==> src/rtl/pwm_cfg_pkg.sv <==
// pwm_cfg_pkg: register map, frame geometry and FSM states for the SPI PWM config controller
package pwm_cfg_pkg;
  localparam int NUM_REGS    = 5;
  localparam int ADDR_W      = 7;
  localparam int DATA_W      = 8;
  localparam int SYNC_STAGES = 2;
  localparam int FRAME_BITS  = 16;
  localparam logic [6:0] ADDR_EN_OUT_7_0  = 7'h00;
  localparam logic [6:0] ADDR_EN_OUT_15_8 = 7'h01;
  localparam logic [6:0] ADDR_EN_PWM_7_0  = 7'h02;
  localparam logic [6:0] ADDR_EN_PWM_15_8 = 7'h03;
  localparam logic [6:0] ADDR_PWM_DUTY    = 7'h04;
  typedef enum logic [1:0] {IDLE, SHIFT, COMMIT} state_t;
endpackage

==> src/rtl/spi_pwm_cfg_ctrl_if.sv <==
// spi_pwm_cfg_ctrl_if: SPI pin bundle between the bus master and the config controller
interface spi_pwm_cfg_ctrl_if;
  logic sclk;
  logic copi;
  logic ncs;
  modport master (output sclk, copi, ncs);
  modport slave  (input sclk, copi, ncs);
endinterface

==> src/rtl/sync_edge.sv <==
// sync_edge: multi-flop pin synchronizer with rise/fall detection on the synchronized level
module sync_edge #(
  parameter int   STAGES  = 2,
  parameter logic RST_VAL = 1'b0
) (
  input  logic clk,
  input  logic rst,
  input  logic i_d,
  output logic o_rise,
  output logic o_fall
);
  logic [STAGES-1:0] r_sync;
  logic [STAGES:0]   r_vld;
  logic              r_prev;
  logic              w_q;
  // Edges stay masked until the chain and r_prev hold real pin samples, so a pin
  // that differs from RST_VAL at reset release never looks like an edge.
  always_ff @(posedge clk) begin
    if (rst) begin
      r_sync <= {STAGES{RST_VAL}};
      r_prev <= RST_VAL;
      r_vld  <= '0;
    end else begin
      r_sync <= {r_sync[STAGES-2:0], i_d};
      r_prev <= r_sync[STAGES-1];
      r_vld  <= {r_vld[STAGES-1:0], 1'b1};
    end
  end
  assign w_q    = r_sync[STAGES-1];
  assign o_rise = r_vld[STAGES] & w_q & ~r_prev;
  assign o_fall = r_vld[STAGES] & ~w_q & r_prev;
endmodule

==> src/rtl/spi_pwm_cfg_ctrl.sv <==
// spi_pwm_cfg_ctrl: SPI-slave write-only config port committing 16-bit frames into PWM registers
module spi_pwm_cfg_ctrl #(
  parameter int NUM_REGS    = pwm_cfg_pkg::NUM_REGS,
  parameter int ADDR_W      = pwm_cfg_pkg::ADDR_W,
  parameter int DATA_W      = pwm_cfg_pkg::DATA_W,
  parameter int SYNC_STAGES = pwm_cfg_pkg::SYNC_STAGES
) (
  input  logic                 clk,
  input  logic                 rst,
  spi_pwm_cfg_ctrl_if.slave    spi,
  output logic [DATA_W-1:0]    en_reg_out_7_0,
  output logic [DATA_W-1:0]    en_reg_out_15_8,
  output logic [DATA_W-1:0]    en_reg_pwm_7_0,
  output logic [DATA_W-1:0]    en_reg_pwm_15_8,
  output logic [DATA_W-1:0]    pwm_duty_cycle,
  output logic                 cfg_wr_pulse,
  output logic                 cfg_err_pulse
);
  import pwm_cfg_pkg::*;
  localparam int FW = 1 + ADDR_W + DATA_W;
  localparam int AW = $clog2(NUM_REGS);
  logic                             w_sclk_rise, w_sclk_fall_unused;
  logic                             w_ncs_rise, w_ncs_fall;
  logic                             w_copi;
  logic [SYNC_STAGES-1:0]           r_copi_sync;
  state_t                           r_state;
  logic [FW-1:0]                    r_shift;
  logic [4:0]                       r_cnt;
  logic [NUM_REGS-1:0][DATA_W-1:0]  r_regs;
  logic                             r_wr, r_err;
  logic                             w_full, w_write, w_commit, w_drop;
  logic [ADDR_W-1:0]                w_addr;
  logic [DATA_W-1:0]                w_data;
  sync_edge #(.STAGES(SYNC_STAGES), .RST_VAL(1'b0)) u_sclk (
    .clk(clk), .rst(rst), .i_d(spi.sclk), .o_rise(w_sclk_rise), .o_fall(w_sclk_fall_unused)
  );
  sync_edge #(.STAGES(SYNC_STAGES), .RST_VAL(1'b1)) u_ncs (
    .clk(clk), .rst(rst), .i_d(spi.ncs), .o_rise(w_ncs_rise), .o_fall(w_ncs_fall)
  );
  // copi goes through the same depth as sclk so each bit lines up with its clock edge
  always_ff @(posedge clk) begin
    if (rst) r_copi_sync <= '0;
    else     r_copi_sync <= {r_copi_sync[SYNC_STAGES-2:0], spi.copi};
  end
  assign w_copi   = r_copi_sync[SYNC_STAGES-1];
  assign w_full   = r_cnt == 5'(FRAME_BITS);
  assign w_write  = r_shift[FW-1];
  assign w_addr   = r_shift[FW-2 -: ADDR_W];
  assign w_data   = r_shift[DATA_W-1:0];
  assign w_commit = w_full & w_write & (w_addr < ADDR_W'(NUM_REGS));
  // complete read frames are dropped without flagging an error
  assign w_drop   = ~w_commit & ~(w_full & ~w_write);
  always_ff @(posedge clk) begin
    if (rst) begin
      r_state <= IDLE;
      r_shift <= '0;
      r_cnt   <= '0;
      r_regs  <= '0;
      r_wr    <= 1'b0;
      r_err   <= 1'b0;
    end else begin
      r_wr  <= 1'b0;
      r_err <= 1'b0;
      case (r_state)
        IDLE: if (w_ncs_fall) begin
          r_state <= SHIFT;
          r_shift <= '0;
          r_cnt   <= '0;
        end
        SHIFT: begin
          if (w_sclk_rise) begin
            r_shift <= {r_shift[FW-2:0], w_copi};
            r_cnt   <= (r_cnt == 5'(FRAME_BITS + 1)) ? r_cnt : r_cnt + 5'd1;
          end
          if (w_ncs_rise) r_state <= COMMIT;
        end
        COMMIT: begin
          r_state <= IDLE;
          r_wr    <= w_commit;
          r_err   <= w_drop;
          if (w_commit) r_regs[w_addr[AW-1:0]] <= w_data;
        end
        default: r_state <= IDLE;
      endcase
    end
  end
  assign en_reg_out_7_0  = r_regs[AW'(ADDR_EN_OUT_7_0)];
  assign en_reg_out_15_8 = r_regs[AW'(ADDR_EN_OUT_15_8)];
  assign en_reg_pwm_7_0  = r_regs[AW'(ADDR_EN_PWM_7_0)];
  assign en_reg_pwm_15_8 = r_regs[AW'(ADDR_EN_PWM_15_8)];
  assign pwm_duty_cycle  = r_regs[AW'(ADDR_PWM_DUTY)];
  assign cfg_wr_pulse    = r_wr;
  assign cfg_err_pulse   = r_err;
endmodule

==> src/flat_wrapper.sv <==
// flat-port wrapper written by rule: the top's interface ports become plain ports
module spi_pwm_cfg_ctrl_flat import pwm_cfg_pkg::*;
#(
  parameter int NUM_REGS    = pwm_cfg_pkg::NUM_REGS,
  parameter int ADDR_W      = pwm_cfg_pkg::ADDR_W,
  parameter int DATA_W      = pwm_cfg_pkg::DATA_W,
  parameter int SYNC_STAGES = pwm_cfg_pkg::SYNC_STAGES
)
  (clk, rst, en_reg_out_7_0, en_reg_out_15_8, en_reg_pwm_7_0, en_reg_pwm_15_8, pwm_duty_cycle, cfg_wr_pulse, cfg_err_pulse, spi_sclk, spi_copi, spi_ncs);
  spi_pwm_cfg_ctrl_if spi_i ();
  input  logic clk;
  input  logic rst;
  output logic [DATA_W-1:0] en_reg_out_7_0;
  output logic [DATA_W-1:0] en_reg_out_15_8;
  output logic [DATA_W-1:0] en_reg_pwm_7_0;
  output logic [DATA_W-1:0] en_reg_pwm_15_8;
  output logic [DATA_W-1:0] pwm_duty_cycle;
  output logic cfg_wr_pulse;
  output logic cfg_err_pulse;
  input wire logic [$bits(spi_i.sclk)-1:0] spi_sclk;
  input wire logic [$bits(spi_i.copi)-1:0] spi_copi;
  input wire logic [$bits(spi_i.ncs)-1:0] spi_ncs;
  assign spi_i.sclk = spi_sclk;
  assign spi_i.copi = spi_copi;
  assign spi_i.ncs = spi_ncs;
  spi_pwm_cfg_ctrl #(.NUM_REGS(NUM_REGS), .ADDR_W(ADDR_W), .DATA_W(DATA_W), .SYNC_STAGES(SYNC_STAGES)) u_core (.clk(clk), .rst(rst), .spi(spi_i), .en_reg_out_7_0(en_reg_out_7_0), .en_reg_out_15_8(en_reg_out_15_8), .en_reg_pwm_7_0(en_reg_pwm_7_0), .en_reg_pwm_15_8(en_reg_pwm_15_8), .pwm_duty_cycle(pwm_duty_cycle), .cfg_wr_pulse(cfg_wr_pulse), .cfg_err_pulse(cfg_err_pulse));
endmodule
==> config.mk <==
export PLATFORM = sky130hd
export DESIGN_NAME = spi_pwm_cfg_ctrl_flat
export DESIGN_NICKNAME = d
export VERILOG_FILES = /design/src/rtl/pwm_cfg_pkg.sv /design/src/rtl/spi_pwm_cfg_ctrl_if.sv /design/src/rtl/sync_edge.sv /design/src/rtl/spi_pwm_cfg_ctrl.sv /design/src/flat_wrapper.sv
export SDC_FILE = /design/constraint.sdc
export NUM_CORES = 1
export LEC_CHECK = 0
export CORE_UTILIZATION = 53
export CTS_CLUSTER_DIAMETER = 80
export DETAILED_ROUTE_END_ITERATION = 12
export PLACE_DENSITY = 0.79
export SYNTH_ARGS = -nofsm -noshare
export SYNTH_HDL_FRONTEND = slang
export SYNTH_SLANG_ARGS = --single-unit
export TNS_END_PERCENT = 1
==> constraint.sdc <==
create_clock -name clk -period 1.9 [get_ports clk]
set_input_delay 0.57 -clock clk [delete_from_list [all_inputs] [get_ports clk]]
set_output_delay 0.57 -clock clk [all_outputs]
set_load 0.02 [all_outputs]
# Yosys cells after proc, flatten, opt, wreduce, memory -nomap -nowiden
# Index checks and enable logic that the tools add are counted.
# totals
register_bits	79
input_bits	5
output_inout_bits	42
# classes
add_sub_neg	1
order_cmp	3
n_eq_ne	8
mux	15
bitwise_logic	17
reduce_logical	8
# ops
operator	n
40-bit bitwise mux	1
16-bit two-way mux	2
16-bit one-hot mux with 2 select lines	1
8-bit demux with 3-bit select	1
5-bit two-way mux	3
1-bit bitwise AND	10
5-bit equality test, second input constant	2
5-bit one-hot mux with 2 select lines	1
8-bit two-way mux	1
2-bit != test, second input constant	4
7-bit by 3-bit < comparator with 1-bit output, second input constant	1
1-bit inverter	7
5-bit by 1-bit adder with 5-bit output, second input constant	1
3-bit by 4-bit < comparator with 1-bit output, second input constant	1
2-bit two-way mux	2
2-bit one-hot mux with 2 select lines	1
2-bit AND reduction	2
4-bit AND reduction	1
3-bit by 1-bit >= comparator with 1-bit output, second input constant	1
3-bit AND reduction	1
2-bit by 1-bit equality test with 1-bit output, second input constant	1
2-bit equality test, second input constant	1
2-bit logical NOT	1
1-bit two-way mux	2
3 further kinds	3

# Logic depth before layout (Yosys ltp)
# Gate-level depths: netlist of the first run.
# logic_depth
word_depth	5
ltp_mapped	7
depth_no_buf	6

# Modules after synthesis
# Synthesis of the first run repeated with hierarchy kept, for this count alone.
# unflattened
hier_cells	296
area_unflattened_um2	3067.9
# by_module_without_submodules
mod	n_inst	cells_per_inst	area_each_um2	seq_area_each_um2
spi_pwm_cfg_ctrl	1	268	2722.6	1341.3
sync_edge	2	14	172.7	120.1

# Worst setup path before layout of the first run
# OpenSTA, ideal clock, no wires.
# synth_timing
path_kind	reg2reg
from	register u_core.r_cnt[0]
to	register u_core.r_regs (netlist bit u_core.en_reg_pwm_7_0[4])
setup_time_ns	0.126
t_arrival_ns	1.497
required_time_ns	1.774
slack_ns	0.277
path_stages_with_launch	8
period_less_slack_ns	1.623
path_cell_list	dfxtp_1 -> inv_1 -> ha_1 -> nor4bb_1 -> nand4_2 -> clkbuf_1 -> o211ai_1 -> o21ai_0
# synth_via
elab_chain_cells	4
# synth_lines
element	line	rtl
from (decl)	spi_pwm_cfg_ctrl.sv:28	logic [4:0] r_cnt;
from (signal assigned)	spi_pwm_cfg_ctrl.sv:73	r_cnt <= (r_cnt == 5'(FRAME_BITS + 1)) ? r_cnt : r_cnt + 5'd1;
5-bit equality test	spi_pwm_cfg_ctrl.sv:46	assign w_full = r_cnt == 5'(FRAME_BITS);
1-bit bitwise AND (2 in series)	spi_pwm_cfg_ctrl.sv:50	assign w_commit = w_full & w_write & (w_addr < ADDR_W'(NUM_REGS));
2-bit AND reduction (no source line)	n/a	
to (signal, indexed assignment)	spi_pwm_cfg_ctrl.sv:81	if (w_commit) r_regs[w_addr[AW-1:0]] <= w_data;
to (decl)	spi_pwm_cfg_ctrl.sv:29	logic [NUM_REGS-1:0][DATA_W-1:0] r_regs;
# Every way passes these cells.
# A chain may end at the register's enable or synchronous reset.

# Worst setup path after layout of the first run
# layout_timing
from	register u_core.r_regs (netlist bit u_core.en_reg_out_7_0[1])
to	output port en_reg_out_7_0[1]
# layout_lines
element	line	rtl
to (decl)	flat_wrapper.sv:13	output logic [DATA_W-1:0] en_reg_out_7_0;
# No word-level cell between the ends.

==> metrics.md, run 1 <==
| Metric | Value |
|---|---|
| Internal | `0.00238 W` |
| Cell count after placement | `420` |
| CTS HTree Levels | `3` |
| FF+latch count, synth | `76` |
| HPWL reported at the end of detailed placement | `4.52 mm` |
| Stages on worst setup path | `1` |
| Switch Pwr | `0.000643 W` |
| Pwr Total | `0.00302 W` |
| Clock tree root driver cell | `sky130_fd_sc_hd__clkbuf_8` |
| Number of distinct standard cells referenced by the synthesized netlist | `36` |
| Proportion of synthesized area in mux cells | `3.45%` |
| Clock sink count | `76` |
| Via count of the first global-routing pass | `2330` |
| CP Cell Sequence | `clkdlybuf4s50_1` |
| Endpoints failing setup | `0` |
| Hold path cells | `1` |
| Overall via count from detail_route | `2520` |
| Post-route DRC violation count | `0` |
| Final critical-path required period | `1.87 ns` |
| Part of the power in registers | `53.2%` |
| Y dimension of the die | `76.5 microns` |
| Number of warning messages in the yosys log | `0` |
| Crit-path max FO | `2` |
| Proportion of synthesized chip area in sequential cells | `51.7%` |
| Min setup slack post-route | `0.0254 ns` |
| Synthesized netlist cell count | `312` |
| Non-filler cells in the finished layout | `436` |
| Dpl ws | `0.0372 ns` |
| RSZ-0062 raised after global routing | `yes` |
| Simple-gate portion of the synthesized area | `21.1%` |
| Total number of nets in the final design | `369` |
| Total clock buffers created by CTS | `9` |
| Die Footprint | `5850 sq um` |
| Combinational fraction of design power | `2.7%` |
| Max cap viols | `0` |
| Compound-gate portion of the synthesized area | `17.8%` |
| Switching power as a share of total power | `21.3%` |
| Type of origin of the critical path | `flip-flop` |
| Fillers | `393` |
| Detailed-route wire length per cell | `15.4 microns` |
| Diodes inserted | `0` |
| Number of search-and-repair iterations in the first detailed-routing pass | `5` |
| Hold Crit Start | `u_core.u_ncs.r_sync[0]$_SDFF_PP1_` |
| Reg2Reg Setup Slack | `0.07 ns` |
| Deepest clock path buffer count | `2` |
| Starting DRT DRC Count | `166` |
| Vias per Instance | `5.78` |
| Cell with the biggest individual delay on the critical path | `sky130_fd_sc_hd__clkdlybuf4s50_1` |
| Number of max-slew violations in the final report | `0` |
| Total global routing track utilization | `24.8%` |
| Delay of the slowest cell on the worst path | `0.61 ns` |
| Clock Power Share | `44.0%` |
| Largest voltage drop on the vdd net | `622 uV` |
| Port Buf Inserts | `46` |
| Sum of buffers and inverters on the critical path | `1` |
| Synthesized area | `2940 sq um` |
| Hold Crit Class | `reg2reg` |
| Clock tree from TritonCTS | `built` |
| Post-place instance area | `3530 sq um` |
| Max-slew headroom at the worst pin | `76.7%` |
| Layout cell share with drive strength beyond 1 | `12.6%` |
| Setup Skew | `0.0108 ns` |
| Total power per unit cell area | `792 nW/um^2` |
| Starting density of the core | `56.2%` |
| FF-to-FF path depth | `7` |
| Largest area contributor in the netlist | `sky130_fd_sc_hd__dfxtp_1` |
| Detailed Route WL | `6.72 mm` |
| Startpoint of the lowest-slack register-to-register path | `u_core.r_cnt[0]$_SDFFE_PP0P_` |
| Antenna-violating nets left | `0` |
| Largest family of logic cells by synthesized area | `simple AND/OR/NAND/NOR gates` |
| Total overflow reported by the global router | `0` |
| Top cells by area in the synthesized netlist | `sky130_fd_sc_hd__dfxtp_1 52%, sky130_fd_sc_hd__o211ai_1 8.2%, sky130_fd_sc_hd__o21ai_0 5.6%` |
| Endpoint of the worst hold-timing path | `u_core.u_ncs.r_sync[1]$_SDFF_PP1_` |
| Required time of the critical path | `1.33 ns` |
| Hold Buf Count CTS | `0` |
| Post-Synthesis Net Count | `320` |
| Cell class contributing the biggest share of worst-path delay | `buffers and inverters` |
| XOR/XNOR Fraction of Synth Area | `0.595%` |
| Critical path start-end classification | `reg2out` |
| DIE WIDTH | `76.5 microns` |
| Area share of the largest cell type after synthesis | `51.7%` |
| Critical Path End Type | `output pin` |
| Global-route wire length before repair | `11.4 mm` |
| Endpoint of the lowest-slack register-to-register path | `u_core.en_reg_pwm_7_0[5]$_SDFFE_PP0P_` |
| Num ports | `47` |
| Adder and majority gate portion of the synthesized area | `1.28%` |
| Area used by sequential logic in the layout | `1520 sq um` |
| Outcome | `complete, no violations` |
| Clock-pin slew reported for the worst setup and hold paths after clock tree synthesis | `0.08 ns` |
| Clock latency of the later-clocked register in the worst-skew pair | `0.35 ns` |
| Synthesized area per cell | `9.43 sq um` |
| Achievable frequency | `533 MHz` |
| Initial antenna violation count | `0` |
| Placement Rows | `26` |
| Final Hold Vio Count | `0` |
| Area of all placed cells without fillers | `3810 sq um` |
| Leak pwr | `1.77 nW` |
| Transition time of the tightest slew-check pin | `0.347 ns` |
| Largest net degree at the start of global routing | `20` |
| Synth-to-layout area growth | `29.6%` |
| Final GP Congestion | `0.817` |
| Arr. time, crit path | `1.30 ns` |
| Placeable core region | `5240 sq um` |
| Multi-input logic area | `1310 sq um` |
| Final critical-path share of the clock period | `98.7%` |
-- worst max path at each step --
stage / startpoint / endpoint / slack, ns
after floorplan: u_core.r_cnt[0]$_SDFFE_PP0P_ / u_core.en_reg_pwm_7_0[4]$_SDFFE_PP0P_ / 0.28
after global placement: rst / u_core.en_reg_out_15_8[6]$_SDFFE_PP0P_ / 0.13
after detailed placement: u_core.r_cnt[0]$_SDFFE_PP0P_ / u_core.en_reg_pwm_15_8[7]$_SDFFE_PP0P_ / 0.04
after CTS: u_core.pwm_duty_cycle[1]$_SDFFE_PP0P_ / pwm_duty_cycle[1] / 0.002
after global routing: u_core.r_cnt[0]$_SDFFE_PP0P_ / u_core.en_reg_pwm_7_0[1]$_SDFFE_PP0P_ / -0.06
final: u_core.en_reg_out_7_0[1]$_SDFFE_PP0P_ / en_reg_out_7_0[1] / 0.03
-- through the flow --
step | TNS (ns) | hold WS (ns) | util (%)
after floorplan | 0 | 0.389 | -
after global placement | 0 | 0.395 | 67.4
after detailed placement | 0 | 0.396 | 67.4
after CTS | 0 | 0.415 | 71.5
after global routing | -0.427 | 0.429 | 72.8
final | 0 | 0.412 | 72.8
-- per-layer routing --
metal  GRT usage [%]  wire length (microns)
met5               0                      0
met4            11.5                    112
met3            3.59                    410
met2            41.4                   3320
met1            31.5                   2870
-- cell usage after synthesis --
cell,number
sky130_fd_sc_hd__nor3_1,3
sky130_fd_sc_hd__clkbuf_1,20
sky130_fd_sc_hd__o31ai_1,1
sky130_fd_sc_hd__xnor2_1,2
sky130_fd_sc_hd__o211ai_1,32
sky130_fd_sc_hd__buf_1,5
sky130_fd_sc_hd__nand2b_1,4
sky130_fd_sc_hd__mux2_2,1
sky130_fd_sc_hd__nand4b_1,16
sky130_fd_sc_hd__nor2_1,6
sky130_fd_sc_hd__nand4_2,2
sky130_fd_sc_hd__nand4b_2,1
sky130_fd_sc_hd__nor2b_1,10
sky130_fd_sc_hd__a21oi_1,18
sky130_fd_sc_hd__inv_1,3
sky130_fd_sc_hd__o21ai_0,33
sky130_fd_sc_hd__or4_1,1
sky130_fd_sc_hd__dfxtp_1,76
sky130_fd_sc_hd__nor4_2,1
sky130_fd_sc_hd__a21o_1,1
sky130_fd_sc_hd__a211oi_1,1
sky130_fd_sc_hd__inv_2,1
sky130_fd_sc_hd__and3_1,2
sky130_fd_sc_hd__nand2_1,22
sky130_fd_sc_hd__mux2i_1,9
sky130_fd_sc_hd__ha_1,3
sky130_fd_sc_hd__or2_0,4
sky130_fd_sc_hd__nand3_1,21
sky130_fd_sc_hd__nor4_1,1
sky130_fd_sc_hd__nor4bb_1,1
sky130_fd_sc_hd__nor3b_1,2
sky130_fd_sc_hd__o21ai_1,1
sky130_fd_sc_hd__buf_2,2
sky130_fd_sc_hd__and4_1,1
sky130_fd_sc_hd__and2_1,1
sky130_fd_sc_hd__or2_2,4
-- registers in the layout, summed over array words and instances, names as in the netlist --
| signal | count |
|---|---|
| u_core.cfg_err_pulse | 1 |
| u_core.cfg_wr_pulse | 1 |
| u_core.en_reg_out_15_8 | 8 |
| u_core.en_reg_out_7_0 | 8 |
| u_core.en_reg_pwm_15_8 | 8 |
| u_core.en_reg_pwm_7_0 | 8 |
| u_core.pwm_duty_cycle | 8 |
| u_core.r_cnt | 5 |
| u_core.r_copi_sync | 2 |
| u_core.r_shift | 16 |
| u_core.r_state | 2 |
| u_core.u_ncs.r_prev | 1 |
| u_core.u_ncs.r_sync | 2 |
| u_core.u_ncs.r_vld | 1 |
| u_core.u_sclk.r_prev | 1 |
| u_core.u_sclk.r_sync | 2 |
| u_core.u_sclk.r_vld | 2 |
-- repair_timing --
| item | in CTS | in global routing |
|---|---|---|
| cloned | 0 | 0 |
| pin swaps | 0 | 1 |
| setup buffers | 0 | 0 |
| endpoints found under the setup margin | 1 | 55 |
| resized for setup | 1 | 28 |
-- power by group through the flow --
stage	Clock, W	Combinational [W]	Sequential, W
floorplan	0	0.0000465	0.00165
global placement	0	0.0000810	0.00165
detailed placement	0	0.0000819	0.00165
CTS	0.00135	0.0000821	0.00161
global route	0.00142	0.0000903	0.00161
finish	0.00133	0.0000826	0.00161
-- cell families after synthesis --
logic type	count (synthesis)
AO/OA/AOI/OAI	87
XOR/XNOR	2
adder cells (fa/ha/maj)	3
buffers and inverters	31
flip-flops	76
multiplexers	10
AND/OR/NAND/NOR	103
-- cell usage in the layout, fill, tap and decap left out, drive strengths merged, types with 2 or more instances in the layout --
cell type | Yosys | final
a21oi | 18 | 18
and3 | 2 | 2
buf | 7 | 19
bufinv | 0 | 2
clkbuf | 20 | 10
clkdlybuf4s50 | 0 | 23
clkinv | 0 | 3
dfxtp | 76 | 76
dlymetal6s2s | 0 | 23
ha | 3 | 3
inv | 4 | 5
mux2i | 9 | 9
nand2 | 22 | 22
nand2b | 4 | 4
nand3 | 21 | 21
nand4 | 2 | 2
nand4b | 17 | 17
nor2 | 6 | 6
nor2b | 10 | 10
nor3 | 3 | 3
nor3b | 2 | 2
nor4 | 2 | 2
o211ai | 32 | 32
o21ai | 34 | 34
or2 | 8 | 8
xnor2 | 2 | 2
-- layout make-up --
class	count	area share, %
inverter	4	0.394
timing repair buffer	65	17.4
clock buffer	10	3.35
tap	70	2.30
multi-input combinational	205	34.4
sequential	76	39.9
clock inverter	6	2.30
Note: power is estimated with default switching activity, not from simulation.
==> inputs of run 2 (changes only) <==
ABC_CLOCK_PERIOD_IN_PS = 1900   (was unset)
SKIP_CTS_REPAIR_TIMING = 1   (was unset)
==> results of run 2 <==
The final DEF is identical to that of run 1; final timing and power are the same.
